--- src/rtl/dmem_arb_pkg.sv ---
// Shared types and constants for the two-requester data-memory port arbiter.
package dmem_arb_pkg;

    localparam int DEF_ADDR_W = 32;
    localparam int DEF_DATA_W = 32;
    localparam int MASK_W     = 4;

    // A write mask of all zeros marks a read command.
    localparam logic [MASK_W-1:0] RD_MASK = 4'b0000;

    // Identifies requester 0 or requester 1.
    typedef logic req_id_t;

    function automatic logic is_read(input logic [MASK_W-1:0] wmask);
        return (wmask == RD_MASK);
    endfunction

endpackage

--- src/rtl/dmem_rsp_buf.sv ---
// One-entry read-response buffer: loaded from the memory read word,
// held until the requester takes it with valid&ready.
module dmem_rsp_buf
    import dmem_arb_pkg::*;
#(
    parameter int DATA_W = DEF_DATA_W
) (
    input  logic              clk,
    input  logic              rst,
    input  logic              load,
    input  logic [DATA_W-1:0] load_data,
    output logic              rsp_valid,
    input  logic              rsp_ready,
    output logic [DATA_W-1:0] rsp_data
);

    logic              valid_d, valid_q;
    logic [DATA_W-1:0] data_d, data_q;

    // Next-state: a load always wins; otherwise a handshake empties the entry.
    always_comb begin
        valid_d = valid_q;
        data_d  = data_q;
        if (valid_q && rsp_ready) begin
            valid_d = 1'b0;
        end
        if (load) begin
            valid_d = 1'b1;
            data_d  = load_data;
        end
    end

    // Occupancy flag; an asynchronous reset discards any held response.
    always_ff @(posedge clk or posedge rst) begin
        if (rst) begin
            valid_q <= 1'b0;
        end else begin
            valid_q <= valid_d;
        end
    end

    // Payload register; it is only observable while valid_q is set, so it needs no reset.
    always_ff @(posedge clk) begin
        data_q <= data_d;
    end

    assign rsp_valid = valid_q;
    // Show zero whenever empty so stale data never leaks out, including during reset.
    assign rsp_data  = valid_q ? data_q : '0;

endmodule

--- src/rtl/dmem_port_arbiter.sv ---
// Two-requester arbiter in front of a single synchronous data-memory port.
// Round-robin between eligible requesters; reads are tracked for one cycle
// and their data captured into a per-requester response buffer.
module dmem_port_arbiter
    import dmem_arb_pkg::*;
#(
    parameter int ADDR_W = DEF_ADDR_W,
    parameter int DATA_W = DEF_DATA_W
) (
    input  logic              clk,
    input  logic              rst,
    input  logic              r0_req_valid,
    output logic              r0_req_ready,
    input  logic [ADDR_W-1:0] r0_req_addr,
    input  logic [MASK_W-1:0] r0_req_wmask,
    input  logic [DATA_W-1:0] r0_req_wdata,
    output logic              r0_rsp_valid,
    input  logic              r0_rsp_ready,
    output logic [DATA_W-1:0] r0_rsp_data,
    input  logic              r1_req_valid,
    output logic              r1_req_ready,
    input  logic [ADDR_W-1:0] r1_req_addr,
    input  logic [MASK_W-1:0] r1_req_wmask,
    input  logic [DATA_W-1:0] r1_req_wdata,
    output logic              r1_rsp_valid,
    input  logic              r1_rsp_ready,
    output logic [DATA_W-1:0] r1_rsp_data,
    output logic [ADDR_W-1:0] mem_addr,
    output logic [MASK_W-1:0] mem_wmask,
    output logic [DATA_W-1:0] mem_wdata,
    input  logic [DATA_W-1:0] mem_data
);

    logic    pend_valid_d, pend_valid_q;
    req_id_t pend_id_d, pend_id_q;
    req_id_t last_grant_d, last_grant_q;

    logic r0_is_rd, r1_is_rd;
    logic r0_elig, r1_elig;
    logic gnt0, gnt1;
    logic r0_buf_valid, r1_buf_valid;
    logic r0_load, r1_load;

    // Eligibility and round-robin grant; a read waits until its requester
    // has nothing in flight and room (or a draining entry) in its buffer.
    always_comb begin
        r0_is_rd = is_read(r0_req_wmask);
        r1_is_rd = is_read(r1_req_wmask);
        r0_elig  = !rst && r0_req_valid &&
                   (!r0_is_rd || (!(pend_valid_q && pend_id_q == 1'b0) &&
                                  (!r0_buf_valid || r0_rsp_ready)));
        r1_elig  = !rst && r1_req_valid &&
                   (!r1_is_rd || (!(pend_valid_q && pend_id_q == 1'b1) &&
                                  (!r1_buf_valid || r1_rsp_ready)));
        gnt0 = r0_elig && (!r1_elig || last_grant_q == 1'b1);
        gnt1 = r1_elig && (!r0_elig || last_grant_q == 1'b0);
    end

    assign r0_req_ready = gnt0;
    assign r1_req_ready = gnt1;

    // Memory port mux: the granted command goes straight out, idle drives zeros.
    always_comb begin
        mem_addr  = '0;
        mem_wmask = '0;
        mem_wdata = '0;
        if (gnt0) begin
            mem_addr  = r0_req_addr;
            mem_wmask = r0_req_wmask;
            mem_wdata = r0_req_wdata;
        end else if (gnt1) begin
            mem_addr  = r1_req_addr;
            mem_wmask = r1_req_wmask;
            mem_wdata = r1_req_wdata;
        end
    end

    // Next-state for the in-flight read tracker and the round-robin pointer.
    always_comb begin
        pend_valid_d = (gnt0 && r0_is_rd) || (gnt1 && r1_is_rd);
        pend_id_d    = gnt1 ? 1'b1 : 1'b0;
        last_grant_d = last_grant_q;
        if (gnt0 || gnt1) begin
            last_grant_d = gnt1 ? 1'b1 : 1'b0;
        end
    end

    // Control state; reset drops any in-flight read and gives r0 first turn.
    always_ff @(posedge clk or posedge rst) begin
        if (rst) begin
            pend_valid_q <= 1'b0;
            pend_id_q    <= 1'b0;
            last_grant_q <= 1'b1;
        end else begin
            pend_valid_q <= pend_valid_d;
            pend_id_q    <= pend_id_d;
            last_grant_q <= last_grant_d;
        end
    end

    // Memory returns the word one cycle after the address, so steer it by the tracker.
    assign r0_load = pend_valid_q && (pend_id_q == 1'b0);
    assign r1_load = pend_valid_q && (pend_id_q == 1'b1);

    dmem_rsp_buf #(.DATA_W(DATA_W)) u_r0_buf (
        .clk       (clk),
        .rst       (rst),
        .load      (r0_load),
        .load_data (mem_data),
        .rsp_valid (r0_buf_valid),
        .rsp_ready (r0_rsp_ready),
        .rsp_data  (r0_rsp_data)
    );

    dmem_rsp_buf #(.DATA_W(DATA_W)) u_r1_buf (
        .clk       (clk),
        .rst       (rst),
        .load      (r1_load),
        .load_data (mem_data),
        .rsp_valid (r1_buf_valid),
        .rsp_ready (r1_rsp_ready),
        .rsp_data  (r1_rsp_data)
    );

    assign r0_rsp_valid = r0_buf_valid;
    assign r1_rsp_valid = r1_buf_valid;

endmodule
--- config.mk ---
export PLATFORM = sky130hd
export DESIGN_NAME = dmem_port_arbiter
export DESIGN_NICKNAME = d
export VERILOG_FILES = /design/src/rtl/dmem_arb_pkg.sv /design/src/rtl/dmem_rsp_buf.sv /design/src/rtl/dmem_port_arbiter.sv
export SDC_FILE = /design/constraint.sdc
export NUM_CORES = 1
export LEC_CHECK = 0
export CAP_MARGIN = 0
export CORE_MARGIN = 8
export CORE_UTILIZATION = 31
export DETAILED_ROUTE_END_ITERATION = 7
export PLACE_DENSITY_LB_ADDON = 0.1
export SETUP_SLACK_MARGIN = 0.5
export SLEW_MARGIN = 20
export SYNTH_ARGS = -nofsm -noshare
export SYNTH_HDL_FRONTEND = slang
export SYNTH_SLANG_ARGS = --single-unit
--- constraint.sdc ---
create_clock -name clk -period 4.1 [get_ports clk]
set_clock_uncertainty 0.1 [all_clocks]
set_input_delay 0.82 -clock clk [delete_from_list [all_inputs] [get_ports clk]]
set_output_delay 0.82 -clock clk [all_outputs]
set_load 0.03 [all_outputs]
# Word-level counts from Yosys, hierarchy flattened
# Cells that the tools add are included.
[totals] regBits=69 in_bits=174 out_inout_bits=136 elab_cells=57
[classes] muxes=13 bitwise=2 reduce_logical=35
[op_table] operator="$mux 32" count=6
[op_table] operator="$logic_and 1x1->1" count=14
[op_table] operator="$logic_not 1->1" count=9
[op_table] operator="$logic_not 4->1" count=2
[op_table] operator="$logic_or 1x1->1" count=8
[op_table] operator="$mux 4" count=2
[op_table] operator="$mux 1" count=5
[op_table] operator="$reduce_bool 2->1" count=2
[op_table] operator="$not 1->1" count=2

# Depth between registers and ports, before layout
[logic_depth] ltp_word=11 depth_mapped=6 depth_no_buf=4

# Modules after synthesis
# A second synthesis with hierarchy kept.
[unflattened] cells_unflattened=246 area_unflattened_um2=3352.0
[modules_own_cells] module="dmem_rsp_buf" instances=2 cells_each=71 area_per_inst_um2=1216.2 seq_area_each_um2=985.9
[modules_own_cells] module="dmem_port_arbiter" instances=1 cells_each=104 area_per_inst_um2=919.6 seq_area_each_um2=76.3

# Worst setup path before layout
# OpenSTA, ideal clock, no wires.
[synth_timing] path_type="flip-flop to output port" from="register pend_id_q" to="output port mem_addr[13]" arrival_time_ns=3.166 t_required_ns=3.180 slack_ns=0.014 stages_incl_launch_ff=7 n_path_buf=2 cell_sequence="dfrtp_1 > nor2b_1 > o21ai_2 > a311oi_2 > buf_4 > buf_4 > a22o_1"
[synth_between] elab_chain_len=11 word_cells_on_any_way=19 classes_between="mux (2); bitwise (1); reduce/logical (16)"
[synth_rtl] item="from (decl)" line_no="dmem_port_arbiter.sv:35" source="req_id_t pend_id_d, pend_id_q;"
[synth_rtl] item="from (signal assigned)" line_no="dmem_port_arbiter.sv:96" source="pend_id_q <= pend_id_d;"
[synth_rtl] item="$not 1->1 (*)"
[synth_rtl] item="$logic_and 1x1->1 (*)"
[synth_rtl] item="via r0_load" line_no="dmem_port_arbiter.sv:42" source="logic r0_load, r1_load;"
[synth_rtl] item="$logic_not 1->1 (*)" line_no="dmem_port_arbiter.sv:50" source="(!r0_is_rd || (!(pend_valid_q && pend_id_q == 1'b0) &&"
[synth_rtl] item="$logic_and 1x1->1 (*)" line_no="dmem_port_arbiter.sv:50"
[synth_rtl] item="$logic_or 1x1->1 (*)" line_no="dmem_port_arbiter.sv:50"
[synth_rtl] item="$logic_and 1x1->1 (*)" line_no="dmem_port_arbiter.sv:49" source="r0_elig = !rst && r0_req_valid &&"
[synth_rtl] item="$logic_not 1->1" line_no="dmem_port_arbiter.sv:56" source="gnt1 = r1_elig && (!r0_elig || last_grant_q == 1'b0);"
[synth_rtl] item="$logic_or 1x1->1" line_no="dmem_port_arbiter.sv:56"
[synth_rtl] item="$logic_and 1x1->1" line_no="dmem_port_arbiter.sv:56"
[synth_rtl] item="$mux 32" line_no="dmem_port_arbiter.sv:71" source="end else if (gnt1) begin"
[synth_rtl] item="$mux 32 (*)" line_no="dmem_port_arbiter.sv:67" source="if (gnt0) begin"
[synth_rtl] item="to (decl)" line_no="dmem_port_arbiter.sv:28" source="output logic [ADDR_W-1:0] mem_addr,"
# Mark *: on every way through the listed nets, which the timed path passes. The rest lies on a longest branch.

# Final worst setup path
[layout_timing] from="input port r0_rsp_ready" to="output port mem_addr[23]"
[layout_between] elab_chain_len=9 word_cells_on_any_way=10 classes_between="mux (2); reduce/logical (8)"
[layout_rtl] item="from (decl)" line_no="dmem_port_arbiter.sv:18" source="input logic r0_rsp_ready,"
[layout_rtl] item="$logic_or 1x1->1 (*)" line_no="dmem_port_arbiter.sv:51" source="(!r0_buf_valid || r0_rsp_ready)));"
[layout_rtl] item="$logic_and 1x1->1 (*)" line_no="dmem_port_arbiter.sv:50"
[layout_rtl] item="$logic_or 1x1->1 (*)" line_no="dmem_port_arbiter.sv:50"
[layout_rtl] item="$logic_and 1x1->1 (*)" line_no="dmem_port_arbiter.sv:49"
[layout_rtl] item="$logic_not 1->1" line_no="dmem_port_arbiter.sv:56"
[layout_rtl] item="$logic_or 1x1->1" line_no="dmem_port_arbiter.sv:56"
[layout_rtl] item="$logic_and 1x1->1" line_no="dmem_port_arbiter.sv:56"
[layout_rtl] item="$mux 32" line_no="dmem_port_arbiter.sv:71"
[layout_rtl] item="$mux 32 (*)" line_no="dmem_port_arbiter.sv:67"
# Every way passes the cells marked *; elsewhere a longest branch is shown, timed or not.

==> impl_metrics.tcl <==
set metrics [dict create \
    outcome "complete, no violations" \
    endpoint_kind "primary output" \
    dp_hpwl_um 12500 \
    num_vias 3394 \
    critPathRequiredTime_ns 3.18 \
    fin_crit_sh_pct 86.3 \
    dr.pass1.iters 4 \
    synthArstFlopShare_pct 7.25 \
    synth_edf_count 64 \
    path_common_cell "buf_12" \
    clkLatencyLatePin_ns 0.33 \
    start_util_pct 31.5 \
    grt_overflow 0 \
    fmax_ghz 0.283 \
    syn-num-nets 420 \
    synth_area_um2 3370 \
    clkSinkCount 69 \
    cp_cell_sequence "clkdlybuf4s50_1 > nor2b_2 > o21ai_2 > buf_4 > o311a_2 > buf_12 > a22o_1 > buf_12" \
    utilization_pct 66.2 \
    drt-initial-drc-count 145 \
    min_path_type "reg2reg" \
    die_h_um 120 \
    drv_cap 0 \
    ir_drop_mv 0.280 \
    grt_pass1_wl_um 23500 \
    slew_headroom_pct 64.8 \
    tns_ns 0 \
    synthTopCellsByArea "edfxtp_1 57%, a22o_1 17%, and2_1 12%, dfrtp_1 3.0%, buf_6 1.7%" \
    drive_gt1_share_pct 20.6 \
    htreeDepth 3 \
    crit_fanout 32 \
    synth_warnings 0 \
    netlist_instances 246 \
    cts_tree "built" \
    ys.flop_type "edfxtp_1" \
    syn2layout_area_growth_pct 110 \
    arrival_ns 2.62 \
    insertedDiodeCount 0 \
    port_buffers 309 \
    grt_max_degree 35 \
    die_w_um 120 \
    fin_crit_ns 3.54 \
    final_antenna_net_count 0 \
    avgSynthCellArea_um2 13.7 \
    cts_hold_buf 0 \
    power.density_nw_per_um2 273 \
    tightest_slew_ns 0.528 \
    fp-row-count 38 \
    gp_congestion 0.876 \
    antenna_found_initial 2 \
    synth_cell_type_count 28 \
    core_um2 10700 \
    synth_top_area_share_pct 57.1 \
    numCtsBuffers 9 \
    ioPinCount 310 \
    start_kind "primary input" \
    wl_per_cell_um 23.1 \
    worst-setup-path-type "in2out" \
    grt_usage_pct 21.6 \
    crit_slowest_cell "clkdlybuf4s50_1" \
    grt_pass1_vias 3587 \
    ys_seq_elements 69 \
    clockBufferDepth 2 \
    synth_common_cells "64 x a22o_1, 64 x and2_1, 64 x edfxtp_1" \
    yosysSeqAreaShare_pct 60.8 \
    finalHoldViolCount 0 \
    dieArea_um2 14500 \
    cts_root_buf "clkbuf_8" \
    max_stage_delay_ns 0.47 \
    routed_wl_um 16400 \
    clk_pin_slew_ns 0.07 \
    yosys.area.top_type "edfxtp_1" \
    power.leakage_nw 2.77 \
    vias_per_cell 4.79 \
    rsz0062_at_grt "yes" \
    num-fill-cells 824 \
    slew_viol_final 0 \
    drc 0 \
    setup_viol 0 \
    nNetsFinal 737 \
]
-- power by group --
| part | total [mW] | internal (mW) | switching (mW) | leakage [nW] |
|---|---|---|---|---|
| registers | 0.784 | 0.779 | 0.00535 | 0.641 |
| logic | 0.585 | 0.321 | 0.263 | 2.02 |
| clock network | 0.566 | 0.332 | 0.234 | 0.104 |
| total | 1.93 | 1.43 | 0.502 | 2.77 |
-- kinds of logic (layout without fill, tap and decap cells) --
logic type | after synthesis | in the layout | synth area share, %
and+or+nand+nor | 78 | 78 | 14.5
AOI/OAI and AO/OA | 75 | 75 | 20.0
DFF | 69 | 69 | 60.8
buffers and inverters | 24 | 346 | 4.76
-- routing by layer --
| layer | share of wire (%) | wire (um) | global-route usage [%] |
|---|---|---|---|
| met2 | 51 | 8380 | 37.6 |
| met4 | 0.81 | 133 | 3.98 |
| met5 | 0.16 | 26 | 0 |
| met3 | 10 | 1680 | 9.37 |
| met1 | 38 | 6170 | 24.1 |
-- critical path: cells and delay by family --
kind,cells,cell delay (ns)
AND/OR/NAND/NOR,1,0.06
AO/OA/AOI/OAI,3,0.72
buffers and inverters,4,0.99
-- path summary, 6_finish.rpt --
path | startpoint | to | slack (ns) | cells after the start
max in group asynchronous | rst | last_grant_q | 3.01 | 3
min in group asynchronous | rst | u_r1_buf.rsp_valid | 0.70 | 3
worst min-delay path | u_r1_buf.rsp_valid | u_r1_buf.rsp_valid | 0.47 | 2
worst min register to register | u_r1_buf.rsp_valid | u_r1_buf.rsp_valid | 0.47 | 2
worst max register to register | pend_id_q | u_r1_buf.data_q[31] | 2.28 | 3
worst max-delay path | r0_rsp_ready | mem_addr[23] | 0.56 | 8
-- layout by cell type, fill, tap and decap left out, types with 2 or more instances in the layout --
cell               n
buf_6             11
a32o_1             5
buf_16             4
dlygate4sd2_1      8
dfrtp_1            4
nand2_1            4
clkdlybuf4s50_1  231
clkbuf_1           3
a22o_1            59
buf_4             52
and2_1            64
clkdlybuf4s15_2    3
edfxtp_1          64
inv_1              2
buf_12            16
clkbuf_8          12
a22o_4             5
nor4_4             2
-- metrics by stage --
step	hold slack (ns)	setup slack (ns)	instances	cell area [um2]	power, mW
after floorplan	0.394	0.697	246	3370	1.02
after global placement	0.459	0.203	681	6600	1.35
after detailed placement	0.461	0.153	681	6600	1.35
after CTS	0.461	0.476	706	7030	1.95
after global routing	0.485	0.480	708	7080	2.00
final	0.466	0.562	708	7080	1.93
-- cell type report --
class / count / area, um2 / share of cell area [%]
clock inverters: 1 / 30.0 / 0.424
well taps: 140 / 175 / 2.47
flip-flops and latches: 69 / 2050 / 28.9
inverters: 2 / 7.51 / 0.106
multi-input cells: 153 / 1260 / 17.8
clock buffers: 15 / 176 / 2.49
repair buffers: 328 / 3390 / 47.8
-- state kept, by name, indices dropped and copies added (netlist names) --
register and cells:
u_r0_buf.data_q 32, pend_id_q 1, u_r1_buf.rsp_valid 1, u_r0_buf.rsp_valid 1
u_r1_buf.data_q 32, last_grant_q 1, pend_valid_q 1
-- what timing repair did --
action                                  CTS  global route
endpoints found under the setup margin   70            59
setup buffers                             5             2
gates cloned                              4             0
pin swaps                                 6             4
resized for setup                        32            19
No activity file was read; power rests on OpenSTA's default activity.
